===== config.mk =====
export PLATFORM = sky130hd
export DESIGN_NAME = idct_ifft_sched
export DESIGN_NICKNAME = d
export VERILOG_FILES = /design/src/rtl/idct_ifft_sched.sv
export SDC_FILE = /design/constraint.sdc
export NUM_CORES = 1
export LEC_CHECK = 0
export ABC_AREA = 1
export ABC_CLOCK_PERIOD_IN_PS = 3330
export BUFFER_PORTS_ARGS = -buffer_cell sky130_fd_sc_hd__buf_2
export CAP_MARGIN = 40
export CORE_ASPECT_RATIO = 1.75
export CORE_MARGIN = 2
export CORE_UTILIZATION = 46
export DETAILED_ROUTE_END_ITERATION = 16
export GPL_TIMING_DRIVEN = 0
export PLACE_DENSITY = 0.87
export SLEW_MARGIN = 20
export SYNTH_ARGS = -nofsm -noshare
export SYNTH_HDL_FRONTEND = slang
export SYNTH_SLANG_ARGS = --single-unit

===== constraint.sdc =====
create_clock -name clk -period 3.33 [get_ports clk]
set_clock_uncertainty 0.2 [all_clocks]
set_input_delay 0.666 -clock clk [delete_from_list [all_inputs] [get_ports clk]]
set_output_delay 0.666 -clock clk [all_outputs]
set_load 0.02 [all_outputs]

===== src/rtl/idct_ifft_sched.sv =====
// Frame scheduler that shares one streaming IDCT/IFFT core between two requesters:
// round-robin grant per frame, sink sop/eop generation and owner tagging of output frames.
module idct_ifft_sched #(
    parameter int DW        = 24,
    parameter int PTS_W     = 12,
    parameter int TAG_DEPTH = 4
) (
    input  logic             clk,
    input  logic             reset_n,
    input  logic             rq0_valid,
    output logic             rq0_ready,
    input  logic             rq0_sop,
    input  logic [DW-1:0]    rq0_real,
    input  logic [DW-1:0]    rq0_imag,
    input  logic [PTS_W-1:0] rq0_pts,
    input  logic             rq0_inv,
    input  logic             rq1_valid,
    output logic             rq1_ready,
    input  logic             rq1_sop,
    input  logic [DW-1:0]    rq1_real,
    input  logic [DW-1:0]    rq1_imag,
    input  logic [PTS_W-1:0] rq1_pts,
    input  logic             rq1_inv,
    output logic             fft_sink_valid,
    output logic             fft_sink_sop,
    output logic             fft_sink_eop,
    input  logic             fft_sink_ready,
    output logic [DW-1:0]    fft_sink_real,
    output logic [DW-1:0]    fft_sink_imag,
    output logic [1:0]       fft_sink_error,
    output logic [PTS_W-1:0] fft_fftpts,
    output logic             fft_inverse,
    input  logic             fft_source_valid,
    input  logic             fft_source_ready,
    input  logic             fft_source_sop,
    input  logic             fft_source_eop,
    input  logic [1:0]       fft_source_error,
    output logic             out_tag,
    output logic             out_tag_valid,
    output logic             cfg_err,
    output logic             frm_err,
    output logic             tag_err,
    output logic             src_err
);

    localparam int AW = $clog2(TAG_DEPTH);
    localparam int CW = AW + 1;
    localparam logic [1:0] S_IDLE   = 2'd0;
    localparam logic [1:0] S_STREAM = 2'd1;
    localparam logic [1:0] S_DRAIN  = 2'd2;
    localparam logic [PTS_W-1:0] PTS_ONE = PTS_W'(1);
    localparam logic [PTS_W-1:0] PTS_MIN = PTS_W'(8);
    localparam logic [PTS_W-1:0] PTS_MAX = PTS_W'(2048);
    localparam logic [AW-1:0]    PTR_ONE = AW'(1);
    localparam logic [CW-1:0]    CNT_ONE = CW'(1);
    localparam logic [CW-1:0]    CNT_FULL = CW'(TAG_DEPTH);

    logic [1:0]           state_q, state_d;
    logic                 rr_q, rr_d;
    logic                 gnt_q, gnt_d;
    logic                 armed_q, armed_d;
    logic                 inv_q, inv_d;
    logic [PTS_W-1:0]     pts_q, pts_d;
    logic [PTS_W-1:0]     cnt_q, cnt_d;
    logic [TAG_DEPTH-1:0] tag_mem_q, tag_mem_d;
    logic [AW-1:0]        wr_ptr_q, wr_ptr_d, rd_ptr_q, rd_ptr_d;
    logic [CW-1:0]        tag_cnt_q, tag_cnt_d;
    logic                 cfg_err_q, cfg_err_d, frm_err_q, frm_err_d;
    logic                 tag_err_q, tag_err_d, src_err_q, src_err_d;

    logic             elig0, elig1, sel_id, sel_inv, pts_legal, grant, push, pop;
    logic [PTS_W-1:0] sel_pts;
    logic             tag_full, tag_empty, g_valid, g_sop, g_ready, xfer, last_beat;

    assign elig0     = rq0_valid && rq0_sop;
    assign elig1     = rq1_valid && rq1_sop;
    assign sel_id    = (elig0 && elig1) ? rr_q : elig1;
    assign sel_pts   = sel_id ? rq1_pts : rq0_pts;
    assign sel_inv   = sel_id ? rq1_inv : rq0_inv;
    assign pts_legal = (sel_pts >= PTS_MIN) && (sel_pts <= PTS_MAX)
                       && ((sel_pts & (sel_pts - PTS_ONE)) == '0);
    assign tag_full  = (tag_cnt_q == CNT_FULL);
    assign tag_empty = (tag_cnt_q == '0);
    assign grant     = (state_q == S_IDLE) && (elig0 || elig1) && !tag_full;
    assign push      = grant && pts_legal;
    assign pop       = fft_source_valid && fft_source_ready && fft_source_eop && !tag_empty;
    assign g_valid   = gnt_q ? rq1_valid : rq0_valid;
    assign g_sop     = gnt_q ? rq1_sop : rq0_sop;
    assign xfer      = fft_sink_valid && fft_sink_ready;
    assign last_beat = (cnt_q == pts_q - PTS_ONE);

    // In DRAIN the offending sop beat is swallowed first; only a later sop ends the drain.
    always_comb begin
        fft_sink_valid = 1'b0;
        fft_sink_sop   = 1'b0;
        fft_sink_eop   = 1'b0;
        fft_sink_real  = '0;
        fft_sink_imag  = '0;
        g_ready        = 1'b0;
        case (state_q)
            S_STREAM: begin
                fft_sink_valid = g_valid;
                fft_sink_sop   = g_valid && (cnt_q == '0);
                fft_sink_eop   = g_valid && last_beat;
                fft_sink_real  = gnt_q ? rq1_real : rq0_real;
                fft_sink_imag  = gnt_q ? rq1_imag : rq0_imag;
                g_ready        = fft_sink_ready;
            end
            S_DRAIN: g_ready = !(armed_q && g_valid && g_sop);
            default: g_ready = 1'b0;
        endcase
        rq0_ready = g_ready && !gnt_q;
        rq1_ready = g_ready && gnt_q;
    end

    always_comb begin
        state_d   = state_q;
        rr_d      = rr_q;
        gnt_d     = gnt_q;
        armed_d   = armed_q;
        pts_d     = pts_q;
        inv_d     = inv_q;
        cnt_d     = cnt_q;
        cfg_err_d = 1'b0;
        frm_err_d = 1'b0;
        case (state_q)
            S_IDLE: begin
                if (grant) begin
                    gnt_d   = sel_id;
                    pts_d   = sel_pts;
                    inv_d   = sel_inv;
                    cnt_d   = '0;
                    armed_d = 1'b0;
                    if (pts_legal) begin
                        rr_d    = !sel_id;
                        state_d = S_STREAM;
                    end else begin
                        rr_d      = sel_id;
                        cfg_err_d = 1'b1;
                        state_d   = S_DRAIN;
                    end
                end
            end
            S_STREAM: begin
                if (xfer) begin
                    cnt_d     = cnt_q + PTS_ONE;
                    frm_err_d = g_sop && (cnt_q != '0);
                    if (last_beat) state_d = S_IDLE;
                end
            end
            S_DRAIN: begin
                if (armed_q && g_valid && g_sop) state_d = S_IDLE;
                else if (g_valid)                armed_d = 1'b1;
            end
            default: state_d = S_IDLE;
        endcase
    end

    always_comb begin
        tag_mem_d = tag_mem_q;
        wr_ptr_d  = wr_ptr_q;
        rd_ptr_d  = rd_ptr_q;
        tag_cnt_d = tag_cnt_q;
        if (push) begin
            tag_mem_d[wr_ptr_q] = sel_id;
            wr_ptr_d            = wr_ptr_q + PTR_ONE;
        end
        if (pop) rd_ptr_d = rd_ptr_q + PTR_ONE;
        if (push && !pop)      tag_cnt_d = tag_cnt_q + CNT_ONE;
        else if (pop && !push) tag_cnt_d = tag_cnt_q - CNT_ONE;
        tag_err_d = fft_source_valid && fft_source_ready && fft_source_sop && tag_empty;
        src_err_d = fft_source_valid && (fft_source_error != 2'b00);
    end

    always_ff @(posedge clk) begin
        if (!reset_n) begin
            state_q   <= S_IDLE;
            rr_q      <= 1'b0;
            gnt_q     <= 1'b0;
            armed_q   <= 1'b0;
            pts_q     <= '0;
            inv_q     <= 1'b0;
            cnt_q     <= '0;
            tag_mem_q <= '0;
            wr_ptr_q  <= '0;
            rd_ptr_q  <= '0;
            tag_cnt_q <= '0;
            cfg_err_q <= 1'b0;
            frm_err_q <= 1'b0;
            tag_err_q <= 1'b0;
            src_err_q <= 1'b0;
        end else begin
            state_q   <= state_d;
            rr_q      <= rr_d;
            gnt_q     <= gnt_d;
            armed_q   <= armed_d;
            pts_q     <= pts_d;
            inv_q     <= inv_d;
            cnt_q     <= cnt_d;
            tag_mem_q <= tag_mem_d;
            wr_ptr_q  <= wr_ptr_d;
            rd_ptr_q  <= rd_ptr_d;
            tag_cnt_q <= tag_cnt_d;
            cfg_err_q <= cfg_err_d;
            frm_err_q <= frm_err_d;
            tag_err_q <= tag_err_d;
            src_err_q <= src_err_d;
        end
    end

    assign fft_sink_error = 2'b00;
    assign fft_fftpts     = pts_q;
    assign fft_inverse    = inv_q;
    assign out_tag        = tag_mem_q[rd_ptr_q];
    assign out_tag_valid  = !tag_empty;
    assign cfg_err        = cfg_err_q;
    assign frm_err        = frm_err_q;
    assign tag_err        = tag_err_q;
    assign src_err        = src_err_q;

endmodule


==> impl_metrics.tcl <==
set metrics [dict create \
    status "completed" \
    grtUsageTotal_pct 29.1 \
    core_um2 8310 \
    crit_path_start "rq1_valid" \
    yosysSeqAreaShare_pct 23.0 \
    relSlewSlack_pct 64.1 \
    post-route-period-util_pct 96.4 \
    clockBufferDepth 2 \
    drtIter0Drc 371 \
    clock_sinks 45 \
    die_x_um 73.8 \
    synth_top_area_share_pct 23.0 \
    antenna_found_initial 4 \
    p_per_area_nw_per_um2 515 \
    ys_types 39 \
    firstDrtPassIters 5 \
    grt_pass1_wl_mm 21.1 \
    grt_pass1_vias 4702 \
    power_frac_clock_pct 21.4 \
    drive_gt1_share_pct 31.4 \
    async_flop_share_pct 0 \
    synth.area.top_cells "dfxtp_1 (23%), nor2_1 (13%), nand2_1 (10%)" \
    io_pins 209 \
    yosys_most_used_dff "dfxtp_1" \
    die_area_um2 9300 \
    grt-ovfl-total 0 \
    hold_violations 0 \
    tritoncts "yes" \
    port_buffers 206 \
    start_util_pct 47.1 \
    fin_nets 1032 \
    htreeDepth 2 \
    min_period_ns 3.21 \
    slew_viol_final 0 \
    end_kind "flip-flop" \
    crit_path_max_fanout 5 \
    fmax_mhz 311 \
    area_delta_synth_final_pct 37.3 \
    die_h_um 126 \
    routed_wl_mm 14.2 \
    final_cell_mix "buf_2 (210), nor2_1 (135), nand2_1 (107)" \
    synth_seq_cells 45 \
    drv_cap 0 \
    synth_top_area_cell "dfxtp_1" \
    clock_latency_ns 0.30 \
    dpl.hpwl_mm 11.5 \
    utilization_pct 64.7 \
    syn-cell-area_um2 3920 \
    num-fill-cells 771 \
    via_count 5115 \
    crit_type "in2reg" \
    r2r-start "rr_q" \
    worst_slew_pin_slew_ns 0.538 \
    drcViolationCount 0 \
    seq_power_share_pct 23.9 \
    cts-root-buf "clkbuf_16" \
    ant_nets 0 \
    cellLeakagePower_nw 2.95 \
    irDropWorstVdd_mv 0.278 \
    final_common_cell "buf_2" \
    power_frac_comb_pct 54.7 \
    cp.required_ns 3.36 \
    whs_ns 0.281 \
    wire_per_inst_um 14.1 \
    num_rows 44 \
    holdCritPathClass "reg2reg" \
    holdBufCountCts 0 \
    grt_max_degree 14 \
    p_sw_share_pct 46.7 \
    synth_edf_count 0 \
    setup_violations 0 \
    syn_inst 662 \
    clk_pin_slew_ns 0.06 \
    cts-buffers-inserted 5 \
    ys_warn_count 0 \
    internal_power_w 0.00148 \
    p_sw_w 0.00129 \
    synth.avg_cell_area_um2 5.92 \
    startpoint_type "primary input" \
    arrival_ns 3.24 \
    gp_congestion 0.920 \
    via_per_inst 5.07 \
    min-delay-start "cnt_q[3]" \
]
## layer usage
metal  track usage, %  vias up  routed length (µm)  part of all wire (%)
met1             30.5     2260                4980                    35
met2             52.2      249                7230                    51
met3             6.16       47                1370                   9.6
met4             14.9        6                 578                   4.1
li1                 -     2553                   -                     -
met5                0        -                  41                  0.29
## worst max-delay path: stages
cell      delay (ns)
buf_2           0.12
nand2_4         0.08
clkinv_4        0.08
buf_2           0.16
nand3_1         0.10
nand2_2         0.14
nand2_2         0.09
nor2_1          0.15
nand3_1         0.09
nand2_1         0.06
nand2_1         0.08
inv_2           0.06
nand2_2         0.08
nor2_8          0.15
nand2_4         0.08
clkinv_2        0.07
ha_1            0.15
inv_2           0.05
fa_2            0.33
nor2_1          0.11
nor2_1          0.04
nand2_1         0.07
o21ai_0         0.08
a21oi_1         0.14
## flip-flops by register name, summed over array words and instances, names as in the netlist
signal / flops
cnt_q: 12
fft_fftpts: 12
tag_mem_q: 4
tag_cnt_q: 3
rd_ptr_q: 2
state_q: 2
wr_ptr_q: 2
armed_q: 1
cfg_err: 1
fft_inverse: 1
frm_err: 1
gnt_q: 1
rr_q: 1
src_err: 1
tag_err: 1
## power groups by stage
stage	clock network [W]	registers [W]	logic (W)
5_1_grt	0.000612	0.000667	0.00169
4_1_cts	0.000590	0.000659	0.00149
3_5_place_dp	0	0.000671	0.00148
2_1_floorplan	0	0.000700	0.000998
3_3_place_gp	0	0.000669	0.00146
6_report	0.000592	0.000662	0.00152
## cell families (layout without fill, tap and decap cells)
kind of cell             Yosys count  count (layout)  share of synthesized area (%)
AND/OR/NAND/NOR                  339             339                           39.6
AO/OA/AOI/OAI                    124             124                           16.5
buffers and inverters            123             346                           12.8
flip-flops                        45              45                           23.0
XOR/XNOR                          18              18                           4.02
adder cells (fa/ha/maj)           12              12                           4.02
other                              1              10                         0.0957
## synth_stat cells (7+ instances only)
library cell / number
nor2_1: 137
nand2_1: 108
inv_1: 88
nand3b_1: 11
nor2_2: 7
nand2_2: 18
dfxtp_1: 45
clkbuf_1: 19
a21oi_1: 36
nor3_1: 12
nand4_1: 15
ha_1: 11
xor2_1: 12
nand3_1: 20
o21ai_0: 77
## what timing repair did
action	in CTS	in global routing
setup endpoints to repair	0	3
buffers inserted	0	7
resized for setup	0	10
## layout make-up
| cell class | count | area (µm²) | share of cell area [%] |
|---|---|---|---|
| antenna | 8 | 20.0 | 0.372 |
| buffer | 29 | 146 | 2.72 |
| clock buffer | 7 | 143 | 2.65 |
| clock inverter | 1 | 30.0 | 0.558 |
| inverter | 94 | 359 | 6.68 |
| multi-input combinational | 495 | 2540 | 47.2 |
| sequential | 45 | 901 | 16.8 |
| tap | 115 | 144 | 2.68 |
| timing repair buffer | 215 | 1100 | 20.4 |
## worst paths after layout
path                        to  slack, ns  cells past startpoint
setup / recovery  tag_cnt_q[2]       0.12                     24
hold / removal        cnt_q[3]       0.28                      2
setup reg to reg  tag_cnt_q[2]       0.30                     23
hold reg to reg       cnt_q[3]       0.28                      2
## stage by stage
stage	setup WS [ns]	std cells	power, W	cell area (µm²)	setup TNS [ns]
final	0.118	1009	0.00277	5380	0
after global routing	-0.0387	1001	0.00297	5360	-0.0568
after CTS	0.0601	992	0.00274	5270	0
after detailed placement	-0.214	984	0.00215	5100	-0.297
after global placement	-0.158	984	0.00213	5100	-0.194
after floorplan	0.241	663	0.00170	3920	0
Note: power is estimated with default switching activity, not from simulation.
